==> config.mk <==
export PLATFORM = sky130hd
export DESIGN_NAME = instr_encoder
export DESIGN_NICKNAME = d
export VERILOG_FILES = /design/src/rtl/riscv_pkg.sv /design/src/rtl/instr_packer.sv /design/src/rtl/instr_encoder.sv
export SDC_FILE = /design/constraint.sdc
export NUM_CORES = 1
export LEC_CHECK = 0
export CAP_MARGIN = 5
export CORE_UTILIZATION = 49
export CTS_CLUSTER_SIZE = 24
export DETAILED_ROUTE_END_ITERATION = 10
export PLACE_DENSITY = 0.93
export SYNTH_ARGS = -nofsm -noshare
export SYNTH_HDL_FRONTEND = slang
export SYNTH_SLANG_ARGS = --single-unit
==> constraint.sdc <==
create_clock -name clk -period 6.9 [get_ports clk]
set_input_delay 1.035 -clock clk [delete_from_list [all_inputs] [get_ports clk]]
set_output_delay 1.035 -clock clk [all_outputs]
set_load 0.05 [all_outputs]
==> src/rtl/riscv_pkg.sv <==
// rtl/riscv_pkg.sv - shared RV32I opcode, funct7 and encoder state definitions
package riscv_pkg;

  localparam logic [6:0] OP_IMM   = 7'b0010011;
  localparam logic [6:0] LUI      = 7'b0110111;
  localparam logic [6:0] AUIPC    = 7'b0010111;
  localparam logic [6:0] OP       = 7'b0110011;
  localparam logic [6:0] JAL      = 7'b1101111;
  localparam logic [6:0] JALR     = 7'b1100111;
  localparam logic [6:0] BRANCH   = 7'b1100011;
  localparam logic [6:0] LOAD     = 7'b0000011;
  localparam logic [6:0] STORE    = 7'b0100011;
  localparam logic [6:0] MISC_MEM = 7'b0001111;
  localparam logic [6:0] SYSTEM   = 7'b1110011;

  localparam logic [6:0] FUNCT7_BASE = 7'b0000000;
  localparam logic [6:0] FUNCT7_ALT  = 7'b0100000;

  typedef enum logic [1:0] {
    ST_IDLE = 2'd0,
    ST_RUN  = 2'd1,
    ST_FULL = 2'd2
  } enc_state_t;

endpackage

==> src/rtl/instr_packer.sv <==
// rtl/instr_packer.sv - combinational RV32I field packing and immediate range checking
module instr_packer
  import riscv_pkg::*;
#(
  parameter int INSTR_WIDTH   = 32,
  parameter int REG_NAME_BITS = 5,
  parameter int FUNC_BITS     = 3,
  parameter int OP_BITS       = 7
) (
  input  logic [OP_BITS-1:0]       op,
  input  logic [REG_NAME_BITS-1:0] rd,
  input  logic [REG_NAME_BITS-1:0] rs1,
  input  logic [REG_NAME_BITS-1:0] rs2,
  input  logic [FUNC_BITS-1:0]     funct3,
  input  logic                     alt_op,
  input  logic [INSTR_WIDTH-1:0]   imm,
  output logic [INSTR_WIDTH-1:0]   word,
  output logic                     ok
);

  logic       i_fits;
  logic       b_fits;
  logic       j_fits;
  logic       u_fits;
  logic       sh_fits;
  logic [6:0] funct7;

  // Range checks: the immediate must equal its own sign extension from the field width.
  always_comb begin
    i_fits  = (imm == {{(INSTR_WIDTH-12){imm[11]}}, imm[11:0]});
    b_fits  = (imm == {{(INSTR_WIDTH-13){imm[12]}}, imm[12:0]}) && !imm[0];
    j_fits  = (imm == {{(INSTR_WIDTH-21){imm[20]}}, imm[20:0]}) && !imm[0];
    u_fits  = (imm[11:0] == 12'd0);
    sh_fits = (imm[INSTR_WIDTH-1:5] == '0);
  end

  // Pack fields by format; unknown opcodes produce ok = 0.
  always_comb begin
    word   = '0;
    ok     = 1'b0;
    funct7 = FUNCT7_BASE;
    case (op)
      OP: begin
        if (alt_op && (funct3 == 3'b000 || funct3 == 3'b101)) funct7 = FUNCT7_ALT;
        word = {funct7, rs2, rs1, funct3, rd, op};
        ok   = 1'b1;
      end
      OP_IMM: begin
        if (funct3 == 3'b001) begin
          word = {7'b0, imm[4:0], rs1, funct3, rd, op};
          ok   = sh_fits;
        end else if (funct3 == 3'b101) begin
          word = {1'b0, alt_op, 5'b0, imm[4:0], rs1, funct3, rd, op};
          ok   = sh_fits;
        end else begin
          word = {imm[11:0], rs1, funct3, rd, op};
          ok   = i_fits;
        end
      end
      LOAD, MISC_MEM, SYSTEM: begin
        word = {imm[11:0], rs1, funct3, rd, op};
        ok   = i_fits;
      end
      JALR: begin
        word = {imm[11:0], rs1, 3'b000, rd, op};
        ok   = i_fits;
      end
      STORE: begin
        word = {imm[11:5], rs2, rs1, funct3, imm[4:0], op};
        ok   = i_fits;
      end
      BRANCH: begin
        word = {imm[12], imm[10:5], rs2, rs1, funct3, imm[4:1], imm[11], op};
        ok   = b_fits;
      end
      LUI, AUIPC: begin
        word = {imm[31:12], rd, op};
        ok   = u_fits;
      end
      JAL: begin
        word = {imm[20], imm[10:1], imm[11], imm[19:12], rd, op};
        ok   = j_fits;
      end
      default: begin
        word = '0;
        ok   = 1'b0;
      end
    endcase
  end

endmodule

==> src/rtl/instr_encoder.sv <==
// rtl/instr_encoder.sv - sequential RV32I encoder writing packed words to instruction memory
module instr_encoder
  import riscv_pkg::*;
#(
  parameter int INSTR_WIDTH   = 32,
  parameter int REG_NAME_BITS = 5,
  parameter int FUNC_BITS     = 3,
  parameter int OP_BITS       = 7,
  parameter int ADDR_BITS     = 8
) (
  input  logic                     clk,
  input  logic                     rst,
  input  logic                     start,
  input  logic                     stop,
  input  logic [ADDR_BITS-1:0]     base_addr,
  input  logic                     in_valid,
  output logic                     in_ready,
  input  logic [OP_BITS-1:0]       op,
  input  logic [REG_NAME_BITS-1:0] rd,
  input  logic [REG_NAME_BITS-1:0] rs1,
  input  logic [REG_NAME_BITS-1:0] rs2,
  input  logic [FUNC_BITS-1:0]     funct3,
  input  logic                     alt_op,
  input  logic [INSTR_WIDTH-1:0]   imm,
  output logic                     mem_we,
  output logic [ADDR_BITS-1:0]     mem_addr,
  output logic [INSTR_WIDTH-1:0]   mem_wdata,
  output logic [ADDR_BITS:0]       count,
  output logic                     full,
  output logic                     err,
  output logic [OP_BITS-1:0]       err_op
);

  localparam logic [ADDR_BITS-1:0] ADDR_ONE = 1;
  localparam logic [ADDR_BITS:0]   CNT_ONE  = 1;

  enc_state_t               state_q, state_d;
  logic [ADDR_BITS-1:0]     addr_q;
  logic [ADDR_BITS:0]       count_q;
  logic                     err_q;
  logic [OP_BITS-1:0]       err_op_q;
  logic                     mem_we_q;
  logic [ADDR_BITS-1:0]     mem_addr_q;
  logic [INSTR_WIDTH-1:0]   mem_wdata_q;
  logic [INSTR_WIDTH-1:0]   word;
  logic                     ok;
  logic                     xfer;
  logic                     accept;
  logic                     reject;

  instr_packer #(
    .INSTR_WIDTH   (INSTR_WIDTH),
    .REG_NAME_BITS (REG_NAME_BITS),
    .FUNC_BITS     (FUNC_BITS),
    .OP_BITS       (OP_BITS)
  ) u_packer (
    .op     (op),
    .rd     (rd),
    .rs1    (rs1),
    .rs2    (rs2),
    .funct3 (funct3),
    .alt_op (alt_op),
    .imm    (imm),
    .word   (word),
    .ok     (ok)
  );

  assign in_ready = (state_q == ST_RUN);
  assign xfer     = in_valid && in_ready;
  assign accept   = xfer && ok;
  assign reject   = xfer && !ok;

  // Next state: stop beats the transition into FULL, start only acts from IDLE.
  always_comb begin
    state_d = state_q;
    case (state_q)
      ST_IDLE: if (start) state_d = ST_RUN;
      ST_RUN: begin
        if (stop) state_d = ST_IDLE;
        else if (accept && (&addr_q)) state_d = ST_FULL;
      end
      ST_FULL: if (stop) state_d = ST_IDLE;
      default: state_d = ST_IDLE;
    endcase
  end

  // State, address counter, error capture and registered memory write port.
  always_ff @(posedge clk) begin
    if (rst) begin
      state_q     <= ST_IDLE;
      addr_q      <= '0;
      count_q     <= '0;
      err_q       <= 1'b0;
      err_op_q    <= '0;
      mem_we_q    <= 1'b0;
      mem_addr_q  <= '0;
      mem_wdata_q <= '0;
    end else begin
      state_q  <= state_d;
      mem_we_q <= accept;
      if (state_q == ST_IDLE && start) begin
        addr_q   <= base_addr;
        count_q  <= '0;
        err_q    <= 1'b0;
        err_op_q <= '0;
      end
      if (accept) begin
        mem_addr_q  <= addr_q;
        mem_wdata_q <= word;
        addr_q      <= addr_q + ADDR_ONE;
        count_q     <= count_q + CNT_ONE;
      end
      if (reject) begin
        err_q <= 1'b1;
        if (!err_q) err_op_q <= op;
      end
    end
  end

  assign mem_we    = mem_we_q;
  assign mem_addr  = mem_addr_q;
  assign mem_wdata = mem_wdata_q;
  assign count     = count_q;
  assign full      = (state_q == ST_FULL);
  assign err       = err_q;
  assign err_op    = err_op_q;

endmodule

==> results of run 1 <==
-- cell usage after synthesis, drive strengths merged, types with 2 or more instances --
| master | instances | area, sq um |
|---|---|---|
| a221oi | 18 | 158 |
| and2 | 5 | 31.3 |
| or3 | 5 | 31.3 |
| nand3 | 18 | 95.1 |
| nand4 | 10 | 62.6 |
| o22ai | 3 | 18.8 |
| nor3b | 16 | 120 |
| a31oi | 2 | 12.5 |
| xor2 | 2 | 17.5 |
| o311ai | 2 | 17.5 |
| inv | 6 | 22.5 |
| clkbuf | 20 | 76.3 |
| or2 | 3 | 18.8 |
| o211ai | 3 | 22.5 |
| a22oi | 2 | 15.0 |
| nand4b | 3 | 26.3 |
| a211oi | 6 | 45.0 |
| dfxtp | 68 | 1360 |
| o21ai | 16 | 80.1 |
| ha | 3 | 37.5 |
| nor4 | 6 | 67.6 |
| o221ai | 4 | 35.0 |
| mux2i | 3 | 30.0 |
| nor3 | 27 | 135 |
| nor2b | 3 | 18.8 |
| nand3b | 8 | 60.1 |
| a21oi | 38 | 201 |
| a222oi | 5 | 50.1 |
| and3 | 11 | 68.8 |
| buf | 15 | 75.1 |
| or4 | 4 | 37.5 |
| nor2 | 51 | 191 |
| nand2 | 59 | 221 |
| nor4b | 2 | 17.5 |
-- worst paths after layout --
check,startpoint,end,slack [ps],cells past startpoint
max reg2reg,state_q[0],mem_wdata[20],4680,5
max,op[2],count[1],2630,9
min reg2reg,mem_wdata[5],mem_wdata[5],460,2
min,mem_wdata[5],mem_wdata[5],460,2
-- layout by cell type (no fill, tap or decap), types with 3 or more instances in the layout --
master and instances:
clkdlybuf4s50_1 129, dfxtp_1 68, nand2_1 59, nor2_1 51, a21oi_1 37, nor3_1 27
a221oi_1 18, nand3_1 17, nor3b_1 16, o21ai_0 16, and3_1 11, nand4_1 10
clkbuf_8 10, nand3b_1 8, inv_1 6, a211oi_1 6, or3_1 5, and2_1 5
a222oi_1 5, nor4_1 4, o221ai_1 4, nor2b_1 3, or2_2 3, nand4b_1 3
mux2i_1 3, o22ai_1 3, o211ai_1 3, ha_1 3, clkinvlp_4 3
-- flip-flops by register name, indices dropped and copies added, names as in the netlist --
signal	flops
err_op	7
count	9
state_q	2
addr_q	8
mem_we	1
mem_wdata	32
err	1
mem_addr	8
-- stage by stage --
| step | cell area (sq um) | hold slack (ps) | util [%] | cells | setup WS (ps) |
|---|---|---|---|---|---|
| 2_1_floorplan | 3660 | 455 | - | 466 | 3890 |
| 3_3_place_gp | 4950 | 441 | 68.3 | 662 | 2480 |
| 3_5_place_dp | 4950 | 446 | 68.3 | 662 | 2350 |
| 4_1_cts | 5130 | 459 | 70.7 | 678 | 2670 |
| 5_1_grt | 5130 | 479 | 70.7 | 678 | 2420 |
| 6_report | 5130 | 459 | 70.7 | 678 | 2630 |
-- power by group --
part	total [mW]	switching [mW]	internal, mW
Sequential	0.402	0.00536	0.397
Clock	0.301	0.160	0.141
Combinational	0.120	0.0635	0.0562
Total	0.823	0.229	0.594
-- layer usage --
layer / vias up / part of all wire [%] / track usage [%]
li1: 1947 / - / -
met1: 1942 / 42 / 36.9
met2: 237 / 46 / 47.8
met3: 31 / 9.1 / 6.34
met4: 0 / 2.5 / 11.3
met5: - / 0 / 0
-- area by class of cell --
class | count | area share [%]
tap | 99 | 2.41
inverter | 7 | 0.512
sequential | 68 | 26.5
clock inverter | 5 | 0.707
multi-input combinational | 356 | 41.5
clock buffer | 11 | 2.76
timing repair buffer | 132 | 25.6
-- cells by family after synthesis --
group	share of synthesized area (%)
AO/OA/AOI/OAI	21.7
XOR/XNOR	0.479
adder cells (fa/ha/maj)	1.03
buffers and inverters	4.85
flip-flops	37.2
multiplexers	1.13
AND/OR/NAND/NOR	33.7
-- critical path, cell delays in order --
cell and delay [ps]:
clkdlybuf4s50_1 840, nor2_1 220, nand3_1 230, o32ai_1 140
a211o_2 390, o31ai_4 1060, buf_4 360, nand3_1 110
a21oi_1 160
==> qor.txt, run 1 <==
Gr ovfl total - 0
Core Area - 7250 sq um
Final critical-path required period - 4270 ps
CTS tree - done
Antenna-violating nets left - 0
Register area - 1360 sq um
Multi-input gate area - 2130 sq um
Post-Syn Area - 3660 sq um
RSZ-0062 raised after global routing - false
CTS Hold Buffers Added - 0
Synth Area per Inst - 7.86 sq um
Antenna cells - 0
Vias in the first global route - 3748
Post-synth EDFFs - 0
Max Clk Rate - 234 MHz
Die Wd - 88.4 microns
Drt drc - 0
Power Dens Cells - 161 nW/um^2
Maximum vdd drop - 0.120 mV
Critical path arrival - 4550 ps
Initial antenna violation count - 0
Clk_lat worst skew - 350 ps
Clock skew - 5.29 ps
DR vias - 4157
Warnings, synthesis - 0
Critical path class - in2reg
Leak - 1.76 nW
CTS Sinks - 68
Routed vias/inst - 6.13
Endpoints failing setup - 0
Largest net degree at the start of global routing - 74
Worst relative slew slack - 17.0%
# fillers - 573
Synth-to-layout area growth - 40.1%
Async set or reset register ratio after synthesis - 0%
CTS Buf Count - 9
Per-cell routed wire length - 17.2 microns
Final total power - 823 uW
Yosys reg bits - 68
CTS clock-pin slew for the worst setup and hold paths - 70 ps
CP Launch Type - input pin
Gpl congestion - 0.901
Setup TNS - 0 ps
# rows - 31
Initial Util - 50.5%
Post-CTS Setup Bufs - 0
Top FF cell, synth - dfxtp_1
Crit path max fanout - 32
Drt first pass iters - 5
Full die area - 7820 sq um
Die Ht - 88.4 microns
Outcome - finished clean
Total track usage - 29.0%
Worst slew pin tran - 1250 ps
Layout cells sized above 1 - 5.53%
H-tree Lvls - 3
Final Cycle Share - 61.9%
Part of the Yosys area used for sequential elements - 37.2%
First-pass GRT wire length - 17600 microns
Syn_nets - 540
Buffers on Ports - 130
Worst Hold Class - reg2reg
Total wire length - 11600 microns
Worst path required time - 7180 ps
Max-cap viol count - 0
Clk root buf - clkbuf_8
Post-CTS sizing - 0
Synthesized instance count - 466
DPL Wire Length - 8270 microns
Initial detailed-routing violation count - 384
# IOs - 131
Max-slew violations - 0
Final Hold Fails - 0
Nets - 648
Clk buf depth - 2
Netlist cell types - 60
Crit end category - flop
Power figures use the tool's default switching activity.
==> inputs of run 2 (changes only) <==
--- a/config.mk
+++ b/config.mk
@@ -6,10 +6,10 @@
 export NUM_CORES = 1
 export LEC_CHECK = 0
 export CAP_MARGIN = 5
-export CORE_UTILIZATION = 49
+export CORE_UTILIZATION = 45
 export CTS_CLUSTER_SIZE = 24
 export DETAILED_ROUTE_END_ITERATION = 10
-export PLACE_DENSITY = 0.93
+export PLACE_DENSITY = 0.87
 export SYNTH_ARGS = -nofsm -noshare
 export SYNTH_HDL_FRONTEND = slang
 export SYNTH_SLANG_ARGS = --single-unit
==> constraint.sdc (replaced) <==
create_clock -name clk -period 4.4 [get_ports clk]
set_input_delay 0.66 -clock clk [delete_from_list [all_inputs] [get_ports clk]]
set_output_delay 0.66 -clock clk [all_outputs]
set_load 0.05 [all_outputs]
==> run 2 against run 1 <==
Against the previous run: largest cell class unchanged; via count fell by 0.43%; first-iteration DRC count down 12%; die area increased by 8.7%; highest routed layer unchanged; cell count rose by 1.2%; utilization decreased by 4.2 points; non-clock buffer count up 5; sequential power is 57% higher; global-route usage is 0.92 points lower; sequential cell count is the same.
==> qor.txt, run 2 (synthesis gave the netlist of run 1 again) <==
Outcome - finished clean
Drt drc - 0 (unchanged)
Die Wd - 92.2 microns (+4.3%)
Per-cell routed wire length - 17.2 microns (+0.15%)
Worst relative slew slack - 46.7% (+30 points)
Synth-to-layout area growth - 41.8%
Total wire length - 11800 microns (+1.3%)
Die Ht - 92.2 microns (+4.3%)
Antenna-violating nets left - 0 (unchanged)
Internal cell power - 976 uW (+64%)
Max Clk Rate - 282 MHz
Vias in the first global route - 3962 (+5.7%)
Critical path class - in2reg
Clk buf depth - 2 (unchanged)
Post-CTS sizing - 0 (unchanged)
Clk root buf - clkbuf_8
Total track usage - 28.0% (-0.92 points)
Max-slew violations - 0 (unchanged)
Clock skew - 9.51 ps (+4.22 ps)
Worst hold path startpoint - mem_addr[2]
Final critical-path required period - 3540 ps
Initial Util - 46.9% (-3.6 points)
Layout cells sized above 1 - 6.51% (+0.98 points)
Endpoints failing setup - 0 (unchanged)
First-pass GRT wire length - 19200 microns (+8.7%)
CTS Buf Count - 9 (unchanged)
Setup TNS - 0 ps (unchanged)
Leak - 1.81 nW (+2.7%)
Clk_lat worst skew - 350 ps (about the same)
CTS tree - done
CP Launch Type - input pin
RSZ-0062 raised after global routing - false
Worst slew pin tran - 797 ps (-448 ps)
Final Hold Fails - 0 (unchanged)
Crit end category - flop
Antenna cells - 0 (unchanged)
R2R Path Start - state_q[0]
Sw Pwr - 364 uW (+59%)
Comb power frac - 14.1% (-0.4 points)
Full die area - 8500 sq um (+8.7%)
Maximum vdd drop - 0.200 mV (+67%)
Drt first pass iters - 5 (unchanged)
# rows - 32 (+3.2%)
Critical path arrival - 3810 ps (-740 ps)
CTS Sinks - 68 (unchanged)
Initial detailed-routing violation count - 338 (-12%)
CTS Hold Buffers Added - 0 (unchanged)
Hold depth - 2 (unchanged)
H-tree Lvls - 3 (unchanged)
Crit path max fanout - 29 (-9.4%)
Most common cell after layout, fill and taps aside - clkdlybuf4s50_1
Largest net degree at the start of global routing - 73 (-1.4%)
Power share of the clock group - 38.9% (+2.3 points)
Core Area - 7810 sq um (+7.6%)
Gpl congestion - 0.900 (-0.16%)
Buffers on Ports - 130 (unchanged)
Gr ovfl total - 0 (unchanged)
CTS clock-pin slew for the worst setup and hold paths - 80 ps (about the same)
Worst Hold End - mem_addr[2]
Sw Ratio - 27.1% (-0.70 points)
DPL Wire Length - 8610 microns (+4.1%)
Routed vias/inst - 6.03 (-1.6%)
Sequential Power Share - 47.1% (-1.8 points)
Max FFs per register - 32 (unchanged)
DR vias - 4139 (-0.43%)
Final Cycle Share - 80.5%
Worst Hold Class - reg2reg
R2R depth - 6 (+1)
Initial antenna violation count - 0 (unchanged)
Cell area after layout - 5190 sq um (+1.2%)
FF-to-FF End - mem_wdata[7]
Most frequent cells in the layout - 129 x clkdlybuf4s50_1, 68 x dfxtp_1, 59 x nand2_1
Worst path required time - 4670 ps (-2510 ps)
Cell Area, Placed - 4990 sq um (+0.83%)
Post-CTS Setup Bufs - 0 (unchanged)
Nets - 653 (+0.77%)
# IOs - 131 (unchanged)
Max-cap viol count - 0 (unchanged)
Power Dens Cells - 258 nW/um^2 (+61%)
Reg2reg setup slack - 2290 ps (-2390 ps)
-- run 2: cell count changes in the layout (fill, tap and decap cells not counted), sizes merged --
cell | previous run | this run
clkinv | 2 | 6
clkinvlp | 3 | 0
buf | 3 | 8
bufinv | 0 | 1
clkbuf | 11 | 9
-- run 2: through the flow --
step	hold slack (ps)	total power [mW]	util, %	setup slack (ps)	std cells
final	463	1.34	66.5	856	686
after global routing	471	1.39	66.5	573	686
after CTS	461	1.34	66.5	863	686
after detailed placement	444	0.830	64.0	484	670
after global placement	440	0.828	64.0	594	670
after floorplan	455	0.728	-	1760	466
-- run 2: worst max-delay path, stage by stage --
cell	delay (ps)
clkdlybuf4s50_1	710
nor3b_1	640
o2111ai_1	270
o311a_1	250
a21oi_4	220
o31a_2	550
buf_4	280
nor2_1	60
nor3_1	170
-- run 2: worst max path at each step --
stage / cells past startpoint / to / slack (ps) / from
after floorplan: 7 / addr_q[7] / 1760 / imm[23]
after global placement: 9 / mem_wdata[10] / 590 / op[6]
after detailed placement: 9 / mem_wdata[7] / 480 / op[6]
after CTS: 9 / mem_wdata[7] / 860 / op[6]
after global routing: 9 / mem_wdata[10] / 570 / op[6]
final: 9 / mem_wdata[7] / 860 / op[6]
-- run 2: final cells by class --
type | instances | area, sq um
Fill cell | 667 | 2620
Clock inverter | 7 | 75.1
Inverter | 7 | 26.3
Timing Repair Buffer | 137 | 1350
Clock buffer | 9 | 124
Sequential cell | 68 | 1360
Tap cell | 102 | 128
Multi-Input combinational cell | 356 | 2130
-- run 2: layer usage --
metal | vias to the layer above | wire length (microns) | share of wire (%) | track usage [%]
li1 | 1953 | - | - | -
met3 | 26 | 952 | 8.1 | 5.89
met4 | 0 | 309 | 2.6 | 11.6
met1 | 1956 | 4960 | 42 | 35.5
met2 | 204 | 5580 | 47 | 46.2
met5 | - | 0 | 0 | 0
-- run 2: power groups by stage --
stage	clock network, mW	registers [mW]	logic (mW)
5_1_grt	0.554	0.632	0.202
2_1_floorplan	0	0.652	0.0766
3_5_place_dp	0	0.645	0.185
3_3_place_gp	0	0.644	0.183
4_1_cts	0.526	0.630	0.186
6_report	0.521	0.631	0.189
